**src/rtl/rgb_pkg.sv**
```systemverilog
// Shared width, PWM period limit, RGB record and the per-period slew helper
// used by the RGB LED PWM driver and its channels.
package rgb_pkg;

    localparam int W = 8;
    localparam logic [W-1:0] PWM_MAX = W'((1 << W) - 2);

    typedef struct packed {
        logic [W-1:0] r;
        logic [W-1:0] g;
        logic [W-1:0] b;
    } rgb_t;

    // One boundary's worth of movement from cur toward tgt; never overshoots.
    function automatic logic [W-1:0] slew_step(input logic [W-1:0] cur,
                                               input logic [W-1:0] tgt,
                                               input int unsigned  step);
        logic [W-1:0] diff;
        if (step == 0) begin
            return tgt;
        end
        if (tgt >= cur) begin
            diff = tgt - cur;
            return (32'(diff) > step) ? cur + W'(step) : tgt;
        end
        diff = cur - tgt;
        return (32'(diff) > step) ? cur - W'(step) : tgt;
    endfunction

endpackage

```
**src/rtl/pwm_channel.sv**
```systemverilog
// One LED colour: target and duty registers, slew toward target at each period
// boundary, and a registered compare against the shared period counter.
module pwm_channel
    import rgb_pkg::*;
#(
    parameter int SLEW_STEP  = 0,
    parameter bit ACTIVE_LOW = 1'b0
) (
    input  logic         clk,
    input  logic         rst,
    input  logic         on,
    input  logic         boundary,
    input  logic         apply,
    input  logic [W-1:0] pend,
    input  logic [W-1:0] cnt,
    output logic         pin,
    output logic         ramp_next
);

    logic [W-1:0] target_q;
    logic [W-1:0] duty_q;
    logic [W-1:0] target_d;
    logic [W-1:0] duty_d;

    // Duty steps from the freshly applied target, not the one being replaced.
    always_comb begin
        target_d = target_q;
        duty_d   = duty_q;
        if (boundary) begin
            if (apply) begin
                target_d = pend;
            end
            duty_d = slew_step(duty_q, target_d, SLEW_STEP);
        end
    end

    assign ramp_next = (duty_d != target_d);

    always_ff @(posedge clk) begin
        if (rst) begin
            target_q <= '0;
            duty_q   <= '0;
            pin      <= ACTIVE_LOW;
        end else begin
            target_q <= target_d;
            duty_q   <= duty_d;
            pin      <= (on && (cnt < duty_q)) ^ ACTIVE_LOW;
        end
    end

endmodule

```
**src/rtl/rgb_pwm_driver.sv**
```systemverilog
// Three-channel LED PWM driver with a double-buffered level load; new levels
// take effect only at a period boundary, optionally slew-limited.
module rgb_pwm_driver
    import rgb_pkg::*;
#(
    parameter int PRESCALE   = 4,
    parameter int SLEW_STEP  = 0,
    parameter bit ACTIVE_LOW = 1'b0
) (
    input  logic         clk,
    input  logic         rst,
    input  logic         on,
    input  logic [W-1:0] r,
    input  logic [W-1:0] g,
    input  logic [W-1:0] b,
    input  logic         load,
    output logic         load_ready,
    output logic         pwm_r,
    output logic         pwm_g,
    output logic         pwm_b,
    output logic         period_start,
    output logic         busy
);

    localparam int PRE_W = (PRESCALE > 1) ? $clog2(PRESCALE) : 1;

    logic [PRE_W-1:0] pre_q;
    logic [W-1:0]     cnt_q;
    logic             tick;
    logic             bnd;
    rgb_t             pending_q;
    logic             pending_valid;
    logic             apply;
    logic             ramp_r;
    logic             ramp_g;
    logic             ramp_b;

    assign tick  = (pre_q == PRE_W'(PRESCALE - 1));
    assign bnd   = tick && (cnt_q == PWM_MAX);
    assign apply = bnd && pending_valid;

    always_ff @(posedge clk) begin
        if (rst) begin
            pre_q        <= '0;
            cnt_q        <= '0;
            period_start <= 1'b0;
        end else begin
            pre_q        <= tick ? '0 : pre_q + PRE_W'(1);
            period_start <= bnd;
            if (tick) begin
                cnt_q <= bnd ? '0 : cnt_q + W'(1);
            end
        end
    end

    // Load handshake: load is valid, load_ready is ready; a transfer happens on
    // a clock edge where both are 1. load while not ready is dropped, not held.
    // The buffer drains only at a boundary, so load_ready reopens after it.
    assign load_ready = !pending_valid;

    always_ff @(posedge clk) begin
        if (rst) begin
            pending_q     <= '0;
            pending_valid <= 1'b0;
        end else if (apply) begin
            pending_valid <= 1'b0;
        end else if (load && load_ready) begin
            pending_q     <= '{r: r, g: g, b: b};
            pending_valid <= 1'b1;
        end
    end

    pwm_channel #(.SLEW_STEP(SLEW_STEP), .ACTIVE_LOW(ACTIVE_LOW)) u_ch_r (
        .clk(clk), .rst(rst), .on(on), .boundary(bnd), .apply(apply),
        .pend(pending_q.r), .cnt(cnt_q), .pin(pwm_r), .ramp_next(ramp_r)
    );

    pwm_channel #(.SLEW_STEP(SLEW_STEP), .ACTIVE_LOW(ACTIVE_LOW)) u_ch_g (
        .clk(clk), .rst(rst), .on(on), .boundary(bnd), .apply(apply),
        .pend(pending_q.g), .cnt(cnt_q), .pin(pwm_g), .ramp_next(ramp_g)
    );

    pwm_channel #(.SLEW_STEP(SLEW_STEP), .ACTIVE_LOW(ACTIVE_LOW)) u_ch_b (
        .clk(clk), .rst(rst), .on(on), .boundary(bnd), .apply(apply),
        .pend(pending_q.b), .cnt(cnt_q), .pin(pwm_b), .ramp_next(ramp_b)
    );

    always_ff @(posedge clk) begin
        if (rst) begin
            busy <= 1'b0;
        end else begin
            busy <= ramp_r || ramp_g || ramp_b;
        end
    end

endmodule

```
**config.mk**
```make
export PLATFORM = sky130hd
export DESIGN_NAME = rgb_pwm_driver
export DESIGN_NICKNAME = d
export VERILOG_FILES = /design/src/rtl/rgb_pkg.sv /design/src/rtl/pwm_channel.sv /design/src/rtl/rgb_pwm_driver.sv
export SDC_FILE = /design/constraint.sdc
export NUM_CORES = 1
export LEC_CHECK = 0
export ABC_CLOCK_PERIOD_IN_PS = 4300
export BUFFER_PORTS_ARGS = -buffer_cell sky130_fd_sc_hd__buf_2
export CAP_MARGIN = 20
export CORE_MARGIN = 1
export CORE_UTILIZATION = 40
export CTS_BUF_LIST = sky130_fd_sc_hd__clkbuf_8
export CTS_CLUSTER_DIAMETER = 30
export DETAILED_ROUTE_END_ITERATION = 6
export PLACE_DENSITY = 0.57
export SLEW_MARGIN = 20
export SYNTH_ARGS = -nofsm -noshare
export SYNTH_HDL_FRONTEND = slang
export SYNTH_SLANG_ARGS = --single-unit
```
**constraint.sdc**
```tcl
create_clock -name clk -period 4.3 [get_ports clk]
set_clock_uncertainty 0.1 [all_clocks]
set_input_delay 0.86 -clock clk [delete_from_list [all_inputs] [get_ports clk]]
set_output_delay 0.86 -clock clk [all_outputs]
set_load 0.005 [all_outputs]
```
==> metrics.cfg, run 1 <==
[critical_path]
r2r_slack_ns = 2.00
r2r_cells = 6
r2r-start = pre_q[0]
path_class = reg2out
crit_path_end_kind = output port
critPathArrivalTime_ns = 1.35
worst-path-max-fanout = 24
required_ns = 3.34
cp-start-kind = register
r2r-end = u_ch_b.duty_q[6]

[timing]
setup_tns_ns = 0
period_share_pct = 53.6
timing.final.crit_period_ns = 2.31
max_freq_mhz = 433
finalSetupViolCount = 0
rsz0062_at_grt = false
final_max_slew_viol_count = 0
setup_ws_ns = 1.99
slew_headroom_pct = 35.2
report.final.hold_viol_count = 0
tightestPinTransition_ns = 0.970

[floorplan]
die_w_um = 104
start_util_pct = 41.7
row_count = 36
num_io_pins = 34
core_mm2 = 0.00991
die_area_mm2 = 0.0107
die_h_um = 104

[hold_path]
hp-start = pre_q[0]
hp-class = reg2reg
hold_path_end = pre_q[0]
holdPathStages = 1

[cts]
htreeDepth = 3
cts_tree = built
clk_latency_ns = 0.36
clk_pin_slew_worst_paths_ns = 0.09
ctsResizeCount = 0
cts_made_buffers = 9
post-cts-setup-buffers = 0
cts_hold_buf = 0
clock-sinks = 88
cts-root-buf = clkbuf_8
cts.path.max_buffers = 2

[finish]
fin_util_pct = 45.8
regArea_mm2 = 0.00176
post-route-cell-area_mm2 = 0.00454
fin_cells = 634
n_fill_cell = 1006
area_delta_synth_final_pct = 9.88
multi_input_area_mm2 = 0.00213
insertedDiodeCount = 0
drive_gt1_share_pct = 11.8
layout.nets = 548

[synthesis]
yosys_warnings = 0
ys.flop_type = dfxtp_1
synth_seq_cells = 88
yosys.area.top_type = dfxtp_1
yosysUniqueCellTypes = 30
synth-seq-area-share_pct = 42.7
syn_inst = 481
async_flop_share_pct = 0
synth_common_cells = dfxtp_1 (88), nand2_1 (76), a21oi_1 (53), nor2_1 (31), a211oi_1 (29)
synth_edf_count = 0
syn_nets = 533
synth_area_mm2 = 0.00413
avgSynthCellArea_um2 = 8.58
synth_top_area_share_pct = 42.7
netlist_top_cells_area = dfxtp_1 (43%), ha_1 (7.3%), nand2_1 (6.9%)
synth.most_common_cell = dfxtp_1

[routing]
drtIter0Drc = 202
firstDrtPassIters = 4
drtAntennaViolNets = 0
wl_mm = 9.02
drc = 0
avgViaCountPerCell = 5.09
wl_per_cell_um = 14.2
num_vias = 3230

[power_and_ir_drop]
leakage_nw = 1.58
peakVddDrop_uv = 135
powerDensity_mw_per_mm2 = 327

[outcome]
status = completed

[global_route]
grt_usage_pct = 17.8
grt_max_degree = 82
grt_pass1_wl_mm = 15.5
first_global_vias = 3111
grt_overflow = 0
antenna_found_initial = 0

[placed_design]
place_inst = 618
gp_congestion = 0.726
place_hpwl_mm = 6.07
placed_area_mm2 = 0.00435
io_buffers = 33
dp_slack_ns = 1.99

[flow_run]
cap_viol_max_count = 0

[worst max-delay path by stage]
stage | start | endpoint | slack (ns) | depth (start not counted)
after floorplan | rst | cnt_q[0] | 2.31 | 4
after global placement | rst | u_ch_g.duty_q[6] | 2.00 | 3
after detailed placement | rst | busy | 1.99 | 3
after CTS | pending_valid | load_ready | 1.98 | 2
after global routing | cnt_q[1] | u_ch_b.duty_q[6] | 1.70 | 6
final | pending_valid | load_ready | 1.99 | 2
[power breakdown]
| group | switching, W | internal (W) |
|---|---|---|
| Sequential | 0.0000211 | 0.000831 |
| Combinational | 0.0000486 | 0.0000338 |
| Clock | 0.000315 | 0.000234 |
| Total | 0.000385 | 0.00110 |
[layer usage]
metal	vias up	routed length, µm	global-route usage (%)
li1	1686	-	-
met1	1491	4710	25.5
met2	47	4030	27.4
met3	6	217	3.21
met4	0	56	4.66
met5	-	0	0
[per-stage QoR]
stage	total power, W	hold slack, ns
final	0.00148	0.332
after global routing	0.00154	0.358
after CTS	0.00150	0.332
after detailed placement	0.000954	0.317
after global placement	0.000952	0.307
after floorplan	0.000925	0.298
[layout make-up]
| type | instances | area share, % |
|---|---|---|
| clock inverters | 6 | 1.10 |
| repair buffers | 37 | 4.30 |
| inverters | 24 | 1.99 |
| multi-input cells | 336 | 47.0 |
| flip-flops and latches | 88 | 38.9 |
| well taps | 133 | 3.67 |
| clock buffers | 10 | 3.03 |
[sequential cells by signal, summed over array words and instances (netlist names)]
signal,count
pre_q,2
pending_valid,1
u_ch_b.duty_q,8
u_ch_g.duty_q,8
pending_q,24
period_start,1
u_ch_r.pin,1
u_ch_b.pin,1
cnt_q,8
busy,1
u_ch_b.target_q,8
u_ch_r.duty_q,8
u_ch_g.pin,1
u_ch_g.target_q,8
u_ch_r.target_q,8
[worst max-delay path, stage by stage (launching register included)]
cell and delay (ns):
dfxtp_2 0.72, inv_1 0.11, buf_2 0.15
[logic make-up after synthesis]
kind of cell             synth area share, %
adder cells (fa/ha/maj)                 7.27
AO/OA/AOI/OAI                           15.0
AND/OR/NAND/NOR                         17.0
XOR/XNOR                                6.15
flip-flops                              42.7
buffers and inverters                   5.64
multiplexers                            6.30
[layout by cell type, fill, tap and decap left out, types with 2 or more instances in the layout]
| cell type | n |
|---|---|
| a2111oi_2 | 3 |
| a21oi_1 | 53 |
| nand2b_1 | 3 |
| buf_4 | 4 |
| nor3_1 | 7 |
| xor2_1 | 4 |
| nand4_1 | 9 |
| dfxtp_1 | 87 |
| nor2_1 | 31 |
| o2111ai_1 | 3 |
| xnor2_1 | 25 |
| a21o_1 | 6 |
| o21ai_1 | 3 |
| nand3_1 | 26 |
| clkbuf_8 | 10 |
| buf_2 | 33 |
| mux2i_1 | 26 |
| inv_1 | 24 |
| inv_6 | 2 |
| ha_1 | 24 |
| nand2_1 | 76 |
| a211oi_1 | 29 |
Note: power is estimated with default switching activity, not from simulation.
==> run 2, diff against run 1 <==
Settings changed: ABC_CLOCK_PERIOD_IN_PS 4300 to 2100, PLACE_DENSITY 0.57 to 0.59.
Clock period 4.3 ns to 2.1 ns, I/O delays scaled along.
==> metrics.cfg, run 2 (synthesis gave the netlist of run 1 again) <==
[critical_path]
path_class = reg2reg
slowest_delay_ns = 0.57
worstPathCellList = ha_1 -> o2111ai_1 -> o21ai_1 -> a21o_1 -> a2111oi_2
crit_path_end_kind = register
critPathArrivalTime_ns = 2.12
required_ns = 2.24
slowest_stage = dfxtp_1
cp-start-kind = register
worst-path-max-fanout = 8

[cts]
clk_latency_ns = 0.35
htreeDepth = 3
cts_hold_buf = 0
ctsResizeCount = 0
clock-sinks = 88
cts.path.max_buffers = 2
post-cts-setup-buffers = 0
cts_tree = built
cts-root-buf = clkbuf_8
clk_pin_slew_worst_paths_ns = 0.10
cts_made_buffers = 9

[power_and_ir_drop]
p_int_w = 0.00226
pwr-share-comb_pct = 6.2
power.switching_w = 0.000784
swShare_pct = 25.8
p_clk_share_pct = 36.7
leakage_nw = 1.64
powerDensity_mw_per_mm2 = 656
seq_power_share_pct = 57.0
peakVddDrop_uv = 445

[timing]
report.final.hold_viol_count = 0
rsz0062_at_grt = false
setup_tns_ns = 0
finalSetupViolCount = 0
period_share_pct = 94.5
slew_headroom_pct = 65.6
final_max_slew_viol_count = 0
max_freq_mhz = 504
timing.final.crit_period_ns = 1.98
tightestPinTransition_ns = 0.511

[routing]
firstDrtPassIters = 4
wl_per_cell_um = 14.3
drc = 0
wl_mm = 9.21
drtAntennaViolNets = 0
avgViaCountPerCell = 5.07
num_vias = 3265
drtIter0Drc = 184

[global_route]
gr-usage-met3_pct = 3.21
grt_max_degree = 42
grt.busiest_layer = met2
grt_pass1_wl_mm = 15.7
grtUsageMet1_pct = 25.5
grt_usage_pct = 18.1
use_met2_pct = 27.9
grt_overflow = 0
first_global_vias = 3205
antenna_found_initial = 0

[floorplan]
row_count = 36
num_io_pins = 34
die_h_um = 104
die_area_mm2 = 0.0107
die_w_um = 104
core_mm2 = 0.00991
start_util_pct = 41.7

[finish]
largest_register_ffs = 24
drive_gt1_share_pct = 13.7
post-route-cell-area_mm2 = 0.00464
insertedDiodeCount = 0
layout.nets = 558
top_register = pending_q
most-common-layout-cells = dfxtp_1 (86), nand2_1 (76), a21oi_1 (53)
n_fill_cell = 1015
layout_commonest_cell = dfxtp_1
area_delta_synth_final_pct = 12.3

[hold_path]
hp-class = in2reg

[placed_design]
placed_area_mm2 = 0.00445
place_hpwl_mm = 6.66
gp_congestion = 0.772
io_buffers = 33

[flow_run]
cap_viol_max_count = 0

[outcome]
status = completed

## run 2: worst max-delay path: cells and delay by family, from the launching register on
family | cells | cell delay (ns)
AOI/OAI and AO/OA | 4 | 0.90
DFF | 1 | 0.57
adders and majority gates | 1 | 0.30
## run 2: final cells by class
type / count / area [µm²] / area share [%]
timing repair buffer: 47 / 295 / 6.37
clock inverter: 6 / 50.0 / 1.08
clock buffer: 10 / 138 / 2.97
tap: 133 / 166 / 3.59
multi-input combinational: 336 / 2130 / 46.0
inverter: 24 / 90.1 / 1.94
sequential: 88 / 1760 / 38.0
## run 2: power groups by stage
stage               sequential, W  combinational (W)  clock (W)
CTS                       0.00174           0.000192    0.00115
detailed placement        0.00178           0.000191          0
global placement          0.00177           0.000187          0
floorplan                 0.00176           0.000136          0
global route              0.00174           0.000212    0.00123
finish                    0.00174           0.000190    0.00112
## run 2: final timing paths
| path | startpoint | end | slack [ns] | depth (start not counted) |
|---|---|---|---|---|
| hold / removal | b[2] | pending_q[2] | 0.19 | 3 |
| setup reg to reg | cnt_q[2] | u_ch_r.pin | 0.12 | 5 |
| setup / recovery | cnt_q[2] | u_ch_r.pin | 0.12 | 5 |
| hold reg to reg | pre_q[0] | pre_q[0] | 0.33 | 1 |
## run 2: metal layers
metal  wire (µm)  vias up
li1            -     1700
met1        4720     1484
met2        4020       70
met3         330       11
met4         139        0
met5           0        -
## run 2: metrics by stage
step / cells / setup WS (ns) / hold WS [ns] / power, W / utilization (%)
after detailed placement: 628 / 0.0420 / 0.331 / 0.00197 / 44.9
after CTS: 644 / 0.0400 / 0.177 / 0.00308 / 46.8
after global placement: 628 / 0.136 / 0.309 / 0.00196 / 44.9
after floorplan: 481 / 0.374 / 0.298 / 0.00189 / -
final: 644 / 0.116 / 0.195 / 0.00304 / 46.8
after global routing: 644 / 0.00779 / 0.175 / 0.00319 / 46.8
